[config.mk]
export PLATFORM = sky130hd
export DESIGN_NAME = sv_rand_arb
export DESIGN_NICKNAME = d
export VERILOG_FILES = /design/src/rtl/sv_rand_arb.sv
export SDC_FILE = /design/constraint.sdc
export NUM_CORES = 1
export LEC_CHECK = 0
export BUFFER_PORTS_ARGS = -buffer_cell sky130_fd_sc_hd__buf_2
export CORE_AREA = 2 2 205 207
export CTS_CLUSTER_SIZE = 30
export DETAILED_ROUTE_END_ITERATION = 8
export DIE_AREA = 0 0 207 209
export PLACE_DENSITY = 0.57
export SLEW_MARGIN = 10
export SYNTH_ARGS = -nofsm -noshare
export SYNTH_HDL_FRONTEND = slang
export SYNTH_SLANG_ARGS = --single-unit
[constraint.sdc]
create_clock -name clk -period 11.6 [get_ports clk]
set_input_delay 2.9 -clock clk [delete_from_list [all_inputs] [get_ports clk]]
set_output_delay 2.9 -clock clk [all_outputs]
set_load 0.005 [all_outputs]
[src/rtl/sv_rand_arb.sv]
// rtl/sv_rand_arb.sv - round-robin arbiter sharing one random source among signature cores
// Fetches one word per grant and delivers it once, or discards it on timeout or withdrawal.
module sv_rand_arb #(
    parameter int N_CORES    = 4,
    parameter int BLOCK_SIZE = 256,
    parameter int TIMEOUT    = 1024,
    localparam int GW        = $clog2(N_CORES)
) (
    input  logic                  clk,
    input  logic                  areset,
    input  logic [N_CORES-1:0]    req_i,
    output logic [N_CORES-1:0]    ready_o,
    output logic [BLOCK_SIZE-1:0] rand_o,
    output logic                  trng_req_o,
    input  logic                  trng_ready_i,
    input  logic [BLOCK_SIZE-1:0] trng_data_i,
    output logic [GW-1:0]         grant_o,
    output logic                  busy_o,
    output logic                  err_o,
    input  logic                  clr_err_i
);

    typedef enum logic [1:0] {
        IDLE    = 2'd0,
        FETCH   = 2'd1,
        DELIVER = 2'd2,
        FLUSH   = 2'd3
    } state_t;

    state_t                state;
    state_t                state_next;
    logic [GW-1:0]         last_grant;
    logic [BLOCK_SIZE-1:0] buffer;
    logic [15:0]           cnt;
    logic                  withdrawn;

    logic                  pick_valid;
    logic [GW-1:0]         pick;
    logic [GW-1:0]         idx;
    int                    c;

    logic                  do_grant;
    logic                  do_capture;
    logic                  do_deliver;
    logic                  set_err;

    // Round-robin scan starting just after the last core that actually received a word
    always_comb begin
        pick_valid = 1'b0;
        pick       = '0;
        c          = 0;
        idx        = '0;
        for (int i = 1; i <= N_CORES; i++) begin
            c   = (int'(last_grant) + i) % N_CORES;
            idx = GW'(c);
            if (!pick_valid && req_i[idx]) begin
                pick_valid = 1'b1;
                pick       = idx;
            end
        end
    end

    always_ff @(posedge clk or posedge areset) begin
        if (areset) begin
            state <= IDLE;
        end else begin
            state <= state_next;
        end
    end

    always_comb begin
        state_next = state;
        do_grant   = 1'b0;
        do_capture = 1'b0;
        do_deliver = 1'b0;
        set_err    = 1'b0;
        case (state)
            IDLE: begin
                if (pick_valid) begin
                    do_grant   = 1'b1;
                    state_next = FETCH;
                end
            end
            FETCH: begin
                if (trng_ready_i) begin
                    do_capture = 1'b1;
                    // A core that let go of its request at any point forfeits this word
                    state_next = (withdrawn || !req_i[grant_o]) ? FLUSH : DELIVER;
                end else if (cnt == 16'(TIMEOUT - 1)) begin
                    set_err    = 1'b1;
                    state_next = FLUSH;
                end
            end
            DELIVER: begin
                do_deliver = 1'b1;
                state_next = FLUSH;
            end
            FLUSH: begin
                state_next = IDLE;
            end
            default: begin
                state_next = IDLE;
            end
        endcase
    end

    always_ff @(posedge clk or posedge areset) begin
        if (areset) begin
            grant_o    <= '0;
            last_grant <= GW'(N_CORES - 1);
            buffer     <= '0;
            cnt        <= '0;
            withdrawn  <= 1'b0;
            err_o      <= 1'b0;
        end else begin
            if (do_grant) begin
                grant_o   <= pick;
                cnt       <= '0;
                withdrawn <= 1'b0;
            end
            if (state == FETCH) begin
                cnt <= cnt + 16'd1;
                if (!req_i[grant_o]) begin
                    withdrawn <= 1'b1;
                end
            end
            if (do_capture) begin
                buffer <= trng_data_i;
            end
            if (state == FLUSH) begin
                buffer <= '0;
            end
            if (do_deliver) begin
                last_grant <= grant_o;
            end
            if (set_err) begin
                err_o <= 1'b1;
            end else if (clr_err_i) begin
                err_o <= 1'b0;
            end
        end
    end

    assign busy_o     = (state != IDLE);
    assign trng_req_o = (state == FETCH);
    assign ready_o    = (state == DELIVER) ? (N_CORES'(1) << grant_o) : '0;
    assign rand_o     = (state == DELIVER) ? buffer : '0;

endmodule
Word level (Yosys, flattened, before mapping)
Index checks and enable logic that the tools add are counted.

word-level totals
  register bits = 280
  input port bits = 264
  output and inout port bits = 265
  word-level logic and storage cells = 80

cells by class
  add/sub/neg operators = 5
  $lt $le $gt $ge = 5
  equal/unequal tests = 6
  shift operators = 1
  multiplexer cells = 42
  reductions and logical operators = 14

operators by type and width
  cell                                                         count
  2-to-1 mux 256 bit                                           3
  2-to-1 mux 16 bit                                            2
  2-to-1 mux 1 bit                                             23
  adder 16 x 1 -> 16 bit (second input constant)               1
  == test 16 x 10 -> 1 bit (second input constant)             1
  less-than comparator 2 x 3 -> 1 bit (second input constant)  5
  2-to-1 mux 2 bit                                             7
  binary-select mux 1 bit (select 2 bit)                       5
  case mux 2 bit (4 select lines)                              1
  nonzero test 2 bit                                           4
  adder 2 x 1 -> 2 bit (second input constant)                 2
  adder 2 bit (second input constant)                          2
  == test 2 bit (second input constant)                        2
  logical NOT 1 bit                                            4
  2-to-1 mux 4 bit                                             1
  left shift 1 x 2 -> 4 bit (first input constant)             1
  logical AND 1 bit                                            3
  inequality test 3 x 1 -> 1 bit (second input constant)       1
  == test 2 x 1 -> 1 bit (second input constant)               1
  logical NOT 2 bit                                            1
  inequality test 2 bit (second input constant)                1
  AND reduction 2 bit                                          1
  logical OR 1 bit                                             1

Depth between registers and ports, before layout
Gate-level depths: netlist (run 1).

  depth in word-level cells = 18
  gate-level depth with buffers = 8
  mapped depth without buffers = 6

Least setup slack after synthesis (run 1)
Ideal clock, no wire load.

  kind = flip-flop to output port
  start point = register state[0]
  end point = output rand_o[112]
  data arrival time = 1.537 ns
  data required time = 8.700 ns
  slack = 7.163 ns
  cell stages (with the launch flop) = 7
  buffers on the path = 3
  cells stage by stage = dfrtp_1 inv_1 ha_1 clkbuf_1 clkbuf_1 clkbuf_1 and2_1

between the ends
  cells in the longest elaborated chain, start to end = 2

ends and longest elaborated chain
  element                 line  source
  start, declared         30    state_t state;
  start signal, assigned  67    state <= state_next;
  == test 2 bit           147   assign rand_o = (state == DELIVER) ? buffer : '0;
  2-to-1 mux 256 bit      147
  end, declared           13    output logic [BLOCK_SIZE-1:0] rand_o,

Every way passes these cells.

Worst setup path in the final report (run 1)
  start point = register state[0]
  end point = output rand_o[33]

The elaborated chain is that of the path after synthesis.

==> impl_metrics.toml, run 1 <==
[placed_design]
post-dp-hpwl_um = 26600
place.gp.congestion = 0.827
placedCellCount = 2004
place_ws_ns = 5.55
port_buffers = 528

[sta]
slew_headroom_pct = 32.6
setup_ws_ns = 5.11
rsz0062_at_grt = "false"
min_period_over_period_pct = 55.9
setup_viol = 0
tns_ns = 0
period_needed_ns = 6.49
hold_violations = 0
clock_skew_ns = 0.0116
worst_pin_slew_ns = 1.01
maxSlewViolCount = 0
fmax_mhz = 154

[yosys]
synth.cell_area_sq_mm = 0.0122
ys_seq_area_share_pct = 57.7
synth.ff_latch_count = 280
syn-instance-count = 1016
ys_types = 52
synth_top_area_cell = "dfrtp_1"
syn_nets = 1286
post-synth-top-count-cell = "dfrtp_1"
syn_area_per_cell_sq_um = 12.0
synth_ff_type = "dfrtp_1"
ys_top_cells_by_count = "278 x dfrtp_1, 257 x and2_1, 256 x a22o_1, 46 x clkbuf_1, 32 x buf_2"
yosys.area.top_type_share_pct = 57.2
async_flop_share_pct = 100
yosys-top-cells-area = "dfrtp_1 57%, a22o_1 18%, and2_1 13%"
synth-edff-count = 0
yosys_warnings = 0

[setup_path]
critical_path_class = "reg2out"
arrival_ns = 3.59
path_common_cell = "buf_4"
worst_setup_path_end_kind = "output pin"
crit_fanout = 118
slowest_delay_ns = 0.79
slowest_stage = "buf_4"
startpoint_type = "register"
path_cells = "inv_1, ha_4, buf_4, buf_4, and2_1, buf_2"
critical_path_required_ns = 8.70

[floorplan]
die_y_um = 209
start_util_pct = 29.4
fp.dieArea_sq_mm = 0.0433
rows = 75
die_w_um = 207
core-area_sq_mm = 0.0413
ios = 529

[power_and_ir_drop]
power_density_mw_per_mm2 = 255
p_leak_uw = 0.00886
p_switching_uw = 1440
seq_power_share_pct = 41.6
ir_drop_mv = 0.113
p_clk_share_pct = 25.4
comb_power_share_pct = 33.0
internal_power_uw = 2730
power.share.switching_pct = 34.6

[job]
maxCapViolCount = 0

[global_routing]
antenna_found_initial = 6
grt_max_degree = 119
grt_pass1_wl_um = 59300
grt_pass1_vias = 10104
grt.overflow.total = 0
grt_use_total_pct = 17.1

[cts]
cts-root-buf = "clkbuf_16"
hold_buffers = 0
cts_inserted_buffers = 34
tritoncts = "built"
post_cts_resized = 0
htree_levels = 2
cts.clk_slew.worst_paths_ns = 0.05
cts_setup_buffers = 0
clk_latency_ns = 0.52
ctsLongestPathBuffers = 3
clock-sinks = 280

[finish]
final_cell_count_no_fill = 2071
drive_gt1_share_pct = 40.3
layout.nets = 1771
syn_to_final_growth_pct = 34.4

[route]
viasPerCell = 4.82
vias = 9989
wire_per_inst_um = 18.5
dr.pass1.iters = 5
drt-initial-drc-count = 773
drc = 0
routed_wl_um = 38300
ant_nets = 0

[worst_hold_path]
hold_class = "reg2reg"

[outcome]
status = "complete, no violations"
==> worst paths after layout <==
| kind | start | endpoint | slack, ns | cells after the start |
|---|---|---|---|---|
| worst max-delay path | state[0]$_DFFE_PP0P_ | rand_o[33] | 5.11 | 6 |
| worst min-delay path | withdrawn$_DFF_PP0_ | withdrawn$_DFF_PP0_ | 0.48 | 2 |
| worst max register to register | state[1]$_DFFE_PP0P_ | buffer[40]$_DFFE_PP0P_ | 8.27 | 8 |
| worst min register to register | withdrawn$_DFF_PP0_ | withdrawn$_DFF_PP0_ | 0.48 | 2 |
| max in group asynchronous | areset | buffer[18]$_DFFE_PP0P_ | 7.01 | 4 |
| min in group asynchronous | areset | buffer[151]$_DFFE_PP0P_ | 2.47 | 2 |
==> kinds of logic after synthesis <==
| logic type | Yosys count | synth area share [%] |
|---|---|---|
| AOI/OAI and AO/OA | 313 | 21.7 |
| adders and majority gates | 6 | 0.618 |
| buffers and inverters | 100 | 3.64 |
| DFF | 280 | 57.7 |
| muxes | 4 | 0.484 |
| and+or+nand+nor | 313 | 15.8 |
==> placed cells by master, fill, tap and decap left out, drive strengths merged, types with 2 or more instances in the layout <==
| cell type | count |
|---|---|
| or3 | 2 |
| diode | 5 |
| buf | 542 |
| a211o | 3 |
| nand2 | 22 |
| nor3 | 3 |
| nand4 | 4 |
| nand2b | 2 |
| nor2 | 5 |
| clkinv | 9 |
| a31oi | 8 |
| a22o | 256 |
| inv | 7 |
| nand3 | 6 |
| dfstp | 2 |
| ha | 6 |
| and3 | 2 |
| clkbuf | 51 |
| nor4 | 4 |
| a21oi | 10 |
| and2 | 257 |
| mux2 | 2 |
| a21o | 3 |
| o41ai | 3 |
| o21ai | 19 |
| a41oi | 2 |
| dfrtp | 278 |
==> state kept, by name, indices dropped and copies added (netlist names) <==
register    flops
withdrawn       1
state           2
last_grant      2
grant_o         2
err_o           1
cnt            16
buffer        256
==> worst max-delay path, delay by kind of cell (launching register included) <==
kind | cells | cell delay, ns
AND/OR/NAND/NOR | 1 | 0.31
flip-flops | 1 | 0.40
adder cells (fa/ha/maj) | 1 | 0.47
buffers and inverters | 4 | 1.77
==> layout make-up <==
class / instances / area (sq um)
repair buffers: 542 / 2750
inverters: 7 / 33.8
fillers: 4106 / 25000
well taps: 539 / 674
clock inverters: 11 / 82.6
clock buffers: 51 / 1050
flip-flops and latches: 280 / 7010
diodes: 5 / 12.5
multi-input cells: 636 / 4730
==> metrics by stage <==
step / utilization [%] / power [uW] / hold WS (ns) / instance area (sq um)
3_3_place_gp: 36.8 / 3120 / 0.461 / 15200
4_1_cts: 39.5 / 4230 / 0.481 / 16300
2_1_floorplan: - / 2630 / 0.441 / 12200
5_1_grt: 39.6 / 4460 / 0.502 / 16300
3_5_place_dp: 36.8 / 3140 / 0.467 / 15200
6_report: 39.6 / 4170 / 0.477 / 16300
==> power groups by stage <==
stage | Combinational (uW) | Sequential (uW) | Clock [uW]
2_1_floorplan | 999 | 1630 | 0
3_3_place_gp | 1380 | 1740 | 0
3_5_place_dp | 1390 | 1750 | 0
4_1_cts | 1400 | 1740 | 1090
5_1_grt | 1520 | 1800 | 1140
6_report | 1380 | 1740 | 1060
==> metal layers <==
layer	vias to the layer above	track usage (%)	part of all wire, %
li1	4633	-	-
met1	4945	21.6	42
met2	348	28.5	49
met3	63	4.34	6.1
met4	0	5.99	2.6
met5	-	0	0
No activity file was read; power rests on OpenSTA's default activity.
==> run 2: changes to the inputs <==
--- a/config.mk
+++ b/config.mk
@@ -6,11 +6,11 @@
 export NUM_CORES = 1
 export LEC_CHECK = 0
 export BUFFER_PORTS_ARGS = -buffer_cell sky130_fd_sc_hd__buf_2
-export CORE_AREA = 2 2 205 207
+export CORE_AREA = 2 2 204 206
 export CTS_CLUSTER_SIZE = 30
 export DETAILED_ROUTE_END_ITERATION = 8
-export DIE_AREA = 0 0 207 209
-export PLACE_DENSITY = 0.57
+export DIE_AREA = 0 0 206 208
+export PLACE_DENSITY = 0.6
 export SLEW_MARGIN = 10
 export SYNTH_ARGS = -nofsm -noshare
 export SYNTH_HDL_FRONTEND = slang
==> constraint.sdc (replaced) <==
create_clock -name clk -period 5.4 [get_ports clk]
set_input_delay 1.35 -clock clk [delete_from_list [all_inputs] [get_ports clk]]
set_output_delay 1.35 -clock clk [all_outputs]
set_load 0.005 [all_outputs]
==> run 2 against run 1 <==
Non-clock buffer count down 2. Largest cell class unchanged. Total power up 120%. Clock-buffer cell count up 1. Hold slack better by 0.0051 ns. Critical path depth unchanged.
==> impl_metrics.toml, run 2 (synthesized netlist as in run 1, its figures left out) <==
[outcome]
status = "complete, no violations"

[finish]
largest_register = "buffer"
largest_reg_flops = 256
final_common_cell = "buf_2"
multi_input_area_sq_mm = 0.00473
reg.largest.list = "buffer (256), cnt (16)"
syn_to_final_growth_pct = 35.3
drive_gt1_share_pct = 40.1
final_cell_mix = "528 x buf_2, 278 x dfrtp_1, 257 x and2_1"
layout.area.seq_sq_mm = 0.00701
layout.nets = 1769
nFillCells = 4003

[sta]
tns_ns = 0
period_needed_ns = 3.94
hold_violations = 0
rsz0062_at_grt = "false"
fmax_mhz = 254
worst_pin_slew_ns = 0.889
min_period_over_period_pct = 73.0
clock_skew_ns = 0.0154
hold_ws_ns = 0.482
maxSlewViolCount = 0
setup_viol = 0
setup_ws_ns = 1.46
slew_headroom_pct = 40.6

[placed_design]
port_buffers = 528
place_ws_ns = 2.02
post-dp-hpwl_um = 26600
place.gp.congestion = 0.893

[cts]
post_cts_resized = 0
tritoncts = "built"
clk_latency_ns = 0.51
cts-root-buf = "clkbuf_16"
cts_setup_buffers = 0
hold_buffers = 0
ctsLongestPathBuffers = 3
cts.clk_slew.worst_paths_ns = 0.06
cts_inserted_buffers = 34
clock-sinks = 280
htree_levels = 2

[setup_path]
worst_setup_path_end_kind = "output pin"
critical_path_class = "reg2out"
startpoint_type = "register"
path_cells = "inv_1, ha_4, buf_12, nand2_1, nor2_1, buf_2"
slowest_stage = "ha_4"
arrival_ns = 2.59
slowest_delay_ns = 0.50
critical_path_required_ns = 4.05
crit_fanout = 146

[global_routing]
grt_max_degree = 147
grt_pass1_vias = 9922
grt_use_total_pct = 17.2
antenna_found_initial = 7
grt.overflow.total = 0
grt_pass1_wl_um = 58300

[floorplan]
core-area_sq_mm = 0.0406
start_util_pct = 30.0
die_w_um = 206
ios = 529
die_y_um = 208
fp.dieArea_sq_mm = 0.0428
rows = 74

[route]
viasPerCell = 4.88
drt-initial-drc-count = 717
drc = 0
wire_per_inst_um = 18.8
vias = 10057
dr.pass1.iters = 5
ant_nets = 0
routed_wl_um = 38800

[power_and_ir_drop]
p_leak_uw = 0.00889
power_density_mw_per_mm2 = 554
ir_drop_mv = 0.306
power_uw = 9110

[job]
maxCapViolCount = 0

[worst_hold_path]
hold_class = "reg2reg"
[run 2: cell types whose count changed in the layout (fill, tap and decap cells not counted)]
cell,delta
diode_2,+2
clkinv_2,-5
buf_4,-10
inv_8,-1
buf_12,+8
bufinv_16,+2
clkbuf_1,+1
[run 2: final timing paths]
kind | from | endpoint | slack, ns | depth (start not counted)
max | state[0]$_DFFE_PP0P_ | ready_o[1] | 1.46 | 6
max reg2reg | state[1]$_DFFE_PP0P_ | buffer[77]$_DFFE_PP0P_ | 2.46 | 7
min reg2reg | err_o$_DFFE_PP0P_ | err_o$_DFFE_PP0P_ | 0.48 | 2
min | err_o$_DFFE_PP0P_ | err_o$_DFFE_PP0P_ | 0.48 | 2
min in group asynchronous | areset | buffer[47]$_DFFE_PP0P_ | 1.03 | 2
max in group asynchronous | areset | buffer[237]$_DFFE_PP0P_ | 3.26 | 3
[run 2: layout make-up]
class                           count  area share, %
Inverter                            7          0.183
Clock buffer                       52           6.40
Antenna cell                        7          0.106
Clock inverter                      7          0.669
Sequential cell                   280           42.6
Multi-Input combinational cell    636           28.8
Timing Repair Buffer              540           17.2
Tap cell                          532           4.05
[run 2: stage by stage]
| stage | cells | utilization (%) | instance area, sq um |
|---|---|---|---|
| finish | 2061 | 40.6 | 16400 |
| global route | 2060 | 40.6 | 16400 |
| CTS | 2054 | 40.5 | 16400 |
| detailed placement | 1995 | 37.6 | 15300 |
| global placement | 1995 | 37.6 | 15300 |
| floorplan | 1016 | - | 12200 |
[run 2: critical path, delay by kind of cell, from the launching register on]
kind	cells	cell delay, ns
adder cells (fa/ha/maj)	1	0.50
buffers and inverters	3	0.70
flip-flops	1	0.40
AND/OR/NAND/NOR	2	0.29
[run 2: where the power goes]
part	switching (uW)	total [uW]	internal, uW
registers	640	3760	3120
clock network	872	2350	1480
logic	1610	3000	1390
[run 2: routing by layer]
layer	track usage [%]	part of all wire (%)	vias up	wire length, um
li1	-	-	4628	-
met1	22.4	41	5003	16100
met2	28.7	50	366	19300
met3	3.37	6.7	60	2610
met4	5.42	2.2	0	867
met5	0	0	-	0
==> run 3: changes to the inputs <==
--- a/config.mk
+++ b/config.mk
@@ -5,12 +5,13 @@
 export SDC_FILE = /design/constraint.sdc
 export NUM_CORES = 1
 export LEC_CHECK = 0
+export ABC_AREA = 1
 export BUFFER_PORTS_ARGS = -buffer_cell sky130_fd_sc_hd__buf_2
 export CORE_AREA = 2 2 204 206
 export CTS_CLUSTER_SIZE = 30
 export DETAILED_ROUTE_END_ITERATION = 8
 export DIE_AREA = 0 0 206 208
-export PLACE_DENSITY = 0.6
+export PLACE_DENSITY = 0.66
 export SLEW_MARGIN = 10
 export SYNTH_ARGS = -nofsm -noshare
 export SYNTH_HDL_FRONTEND = slang
==> constraint.sdc (replaced) <==
create_clock -name clk -period 3.2 [get_ports clk]
set_input_delay 0.8 -clock clk [delete_from_list [all_inputs] [get_ports clk]]
set_output_delay 0.8 -clock clk [all_outputs]
set_load 0.005 [all_outputs]
==> run 3 against run 2 <==
Synthesized cell count grew 89%. Area after synthesis grew 18%. Sequential share of layout area shrank 5.1 points. Global-route usage grew 2.9 points. Sequential power grew 53%. First-iteration DRC count grew 64%. Flip-flop and latch count is the same. Largest power group is now combinational logic.
==> impl_metrics.toml, run 3 <==
[outcome]
status = "complete, no violations"

[yosys]
ys_types = 36
syn-instance-count = 1923
syn_nets = 2193
syn_area_per_cell_sq_um = 7.43
synth_top_area_cell = "dfrtp_1"
synth.ff_latch_count = 280
async_flop_share_pct = 100
synth_ff_type = "dfrtp_1"
yosys_warnings = 0
synth.cell_area_sq_mm = 0.0143
synth-edff-count = 0
post-synth-top-count-cell = "nand2_1"
yosys.area.top_type_share_pct = 48.7
yosys-top-cells-area = "dfrtp_1 49%, nand2_1 12%, inv_1 11%"
ys_top_cells_by_count = "453 x nand2_1, 419 x inv_1, 279 x nand3_1, 278 x dfrtp_1, 142 x o21ai_0"
ys_seq_area_share_pct = 49.1

[global_routing]
grt.busiest_layer = "met2"
grt_pass1_vias = 13504
grt_util_met3_pct = 3.43
grt_pass1_wl_um = 70800
antenna_found_initial = 9
grt_use_met1_pct = 26.6
grt.overflow.total = 0
grt_max_degree = 135
use_met2_pct = 33.7
grt_use_total_pct = 20.1

[cts]
cts_inserted_buffers = 31
htree_levels = 1
hold_buffers = 0
tritoncts = "built"
clk_latency_ns = 0.56
cts.clk_slew.worst_paths_ns = 0.06
ctsLongestPathBuffers = 3
cts-root-buf = "clkbuf_16"
clock-sinks = 280

[finish]
final_common_cell = "buf_2"
syn_to_final_growth_pct = 30.8
largest_register = "buffer"
drive_gt1_share_pct = 27.6
layout.area.seq_sq_mm = 0.00701
multi_input_area_sq_mm = 0.00514
reg.largest.list = "buffer (256), cnt (16)"
layout.nets = 2663
final_cell_mix = "527 x buf_2, 452 x nand2_1, 417 x inv_1"
final_cell_count_no_fill = 2954
nFillCells = 4059
largest_reg_flops = 256

[setup_path]
crit_buf_inv = 5
crit_fanout = 49
slowest_delay_ns = 0.48
path_common_cell = "buf_12"
slowest_stage = "dfrtp_1"
critical_path_required_ns = 2.40
startpoint_type = "register"
cp.depth = 7
crit_family = "buffers and inverters"
path_cells = "inv_2, ha_4, buf_12, buf_12, nand2_1, inv_1, buf_2"
rr_worst_depth = 6
worstSetupStartpoint = "state[0]$_DFFE_PP0P_"
worst_setup_path_end_kind = "output pin"
critical_path_class = "reg2out"
r2r_start = "state[1]$_DFFE_PP0P_"
arrival_ns = 2.23

[route]
routed_wl_um = 44700
viasPerCell = 4.77
drt-initial-drc-count = 1173
wire_per_inst_um = 15.1
dr.pass1.iters = 5
ant_nets = 0
vias = 14081
drc = 0

[sta]
maxSlewViolCount = 0
min_period_over_period_pct = 94.7
period_needed_ns = 3.03
setup_viol = 0
hold_violations = 0
rsz0062_at_grt = "false"
hold_ws_ns = 0.326
fmax_mhz = 330
slew_headroom_pct = 56.1
clock_skew_ns = 0.0111
worst_pin_slew_ns = 0.658

[job]
maxCapViolCount = 0

[placed_design]
place.gp.congestion = 0.836
placedCellCount = 2892
port_buffers = 528
post-dp-hpwl_um = 31600

[worst_hold_path]
hold_class = "in2async"

[floorplan]
core-area_sq_mm = 0.0406
start_util_pct = 35.2
die_y_um = 208
rows = 74
ios = 529
fp.dieArea_sq_mm = 0.0428
die_w_um = 206

[power_and_ir_drop]
power_density_mw_per_mm2 = 817
ir_drop_mv = 0.433
p_leak_uw = 0.0119
run 3: cell types whose count changed in the layout (fill, tap and decap cells not counted), sizes merged, moves of 125 or more:
cell	change
o21ai	+125
nand2	+448
nand3	+285
inv	+417
and2	-257
a22o	-256
run 3: final cells by class:
class	count	area share, %
Sequential cell	280	37.5
Multi-Input combinational cell	1086	27.5
Timing Repair Buffer	570	17.0
Inverter	424	8.60
Clock buffer	43	4.66
Tap cell	532	3.56
Clock inverter	14	1.08
Antenna cell	5	0.0670
run 3: repair_timing:
action | CTS | global route
buffers inserted | 0 | 0
setup endpoints to repair | 0 | 102
gates resized for setup | 0 | 2
run 3: power breakdown:
part	internal [uW]	leakage [uW]	switching [uW]
clock	2290	0.000521	1480
combinational	2090	0.00766	3670
sequential	4850	0.00374	884
run 3: per-stage QoR:
stage          total power, uW  setup WS, ns  cell area [sq um]  setup TNS, ns  util, %
3_3_place_gp             11400         0.738              17600              0     43.4
5_1_grt                  16400       0.00346              18700              0     46.1
4_1_cts                  15400        0.0564              18700              0     46.0
3_5_place_dp             11600         0.691              17600              0     43.4
2_1_floorplan             9410         -1.31              14300        -363.62        -
6_report                 15300         0.169              18700              0     46.1
run 3: final timing paths:
path / endpoint / slack [ns]
max: rand_o[194] / 0.17
min: buffer[150]$_DFFE_PP0P_ / 0.33
max reg2reg: buffer[24]$_DFFE_PP0P_ / 1.05
min reg2reg: buffer[44]$_DFFE_PP0P_ / 0.51
max in group asynchronous: last_grant[1]$_DFFE_PP1P_ / 1.99
min in group clk: err_o$_DFFE_PP0P_ / 0.45
run 3: cells by family (layout without fill, tap and decap cells):
logic type	count (synthesis)	in the layout	share of synthesized area [%]
and+or+nand+nor	802	802	25.2
DFF	280	280	49.1
other	0	5	0
xor gates and xnor gates	1	1	0.0613
buffers and inverters	557	1051	15.3
AOI/OAI and AO/OA	277	277	9.84
adders and majority gates	6	6	0.526
run 3: per-layer routing:
metal / vias to the layer above / share of wire, %
met1: 6636 / 42
met2: 540 / 48
met4: 4 / 2.3
met3: 71 / 7.1
met5: - / 0.060
li1: 6830 / -
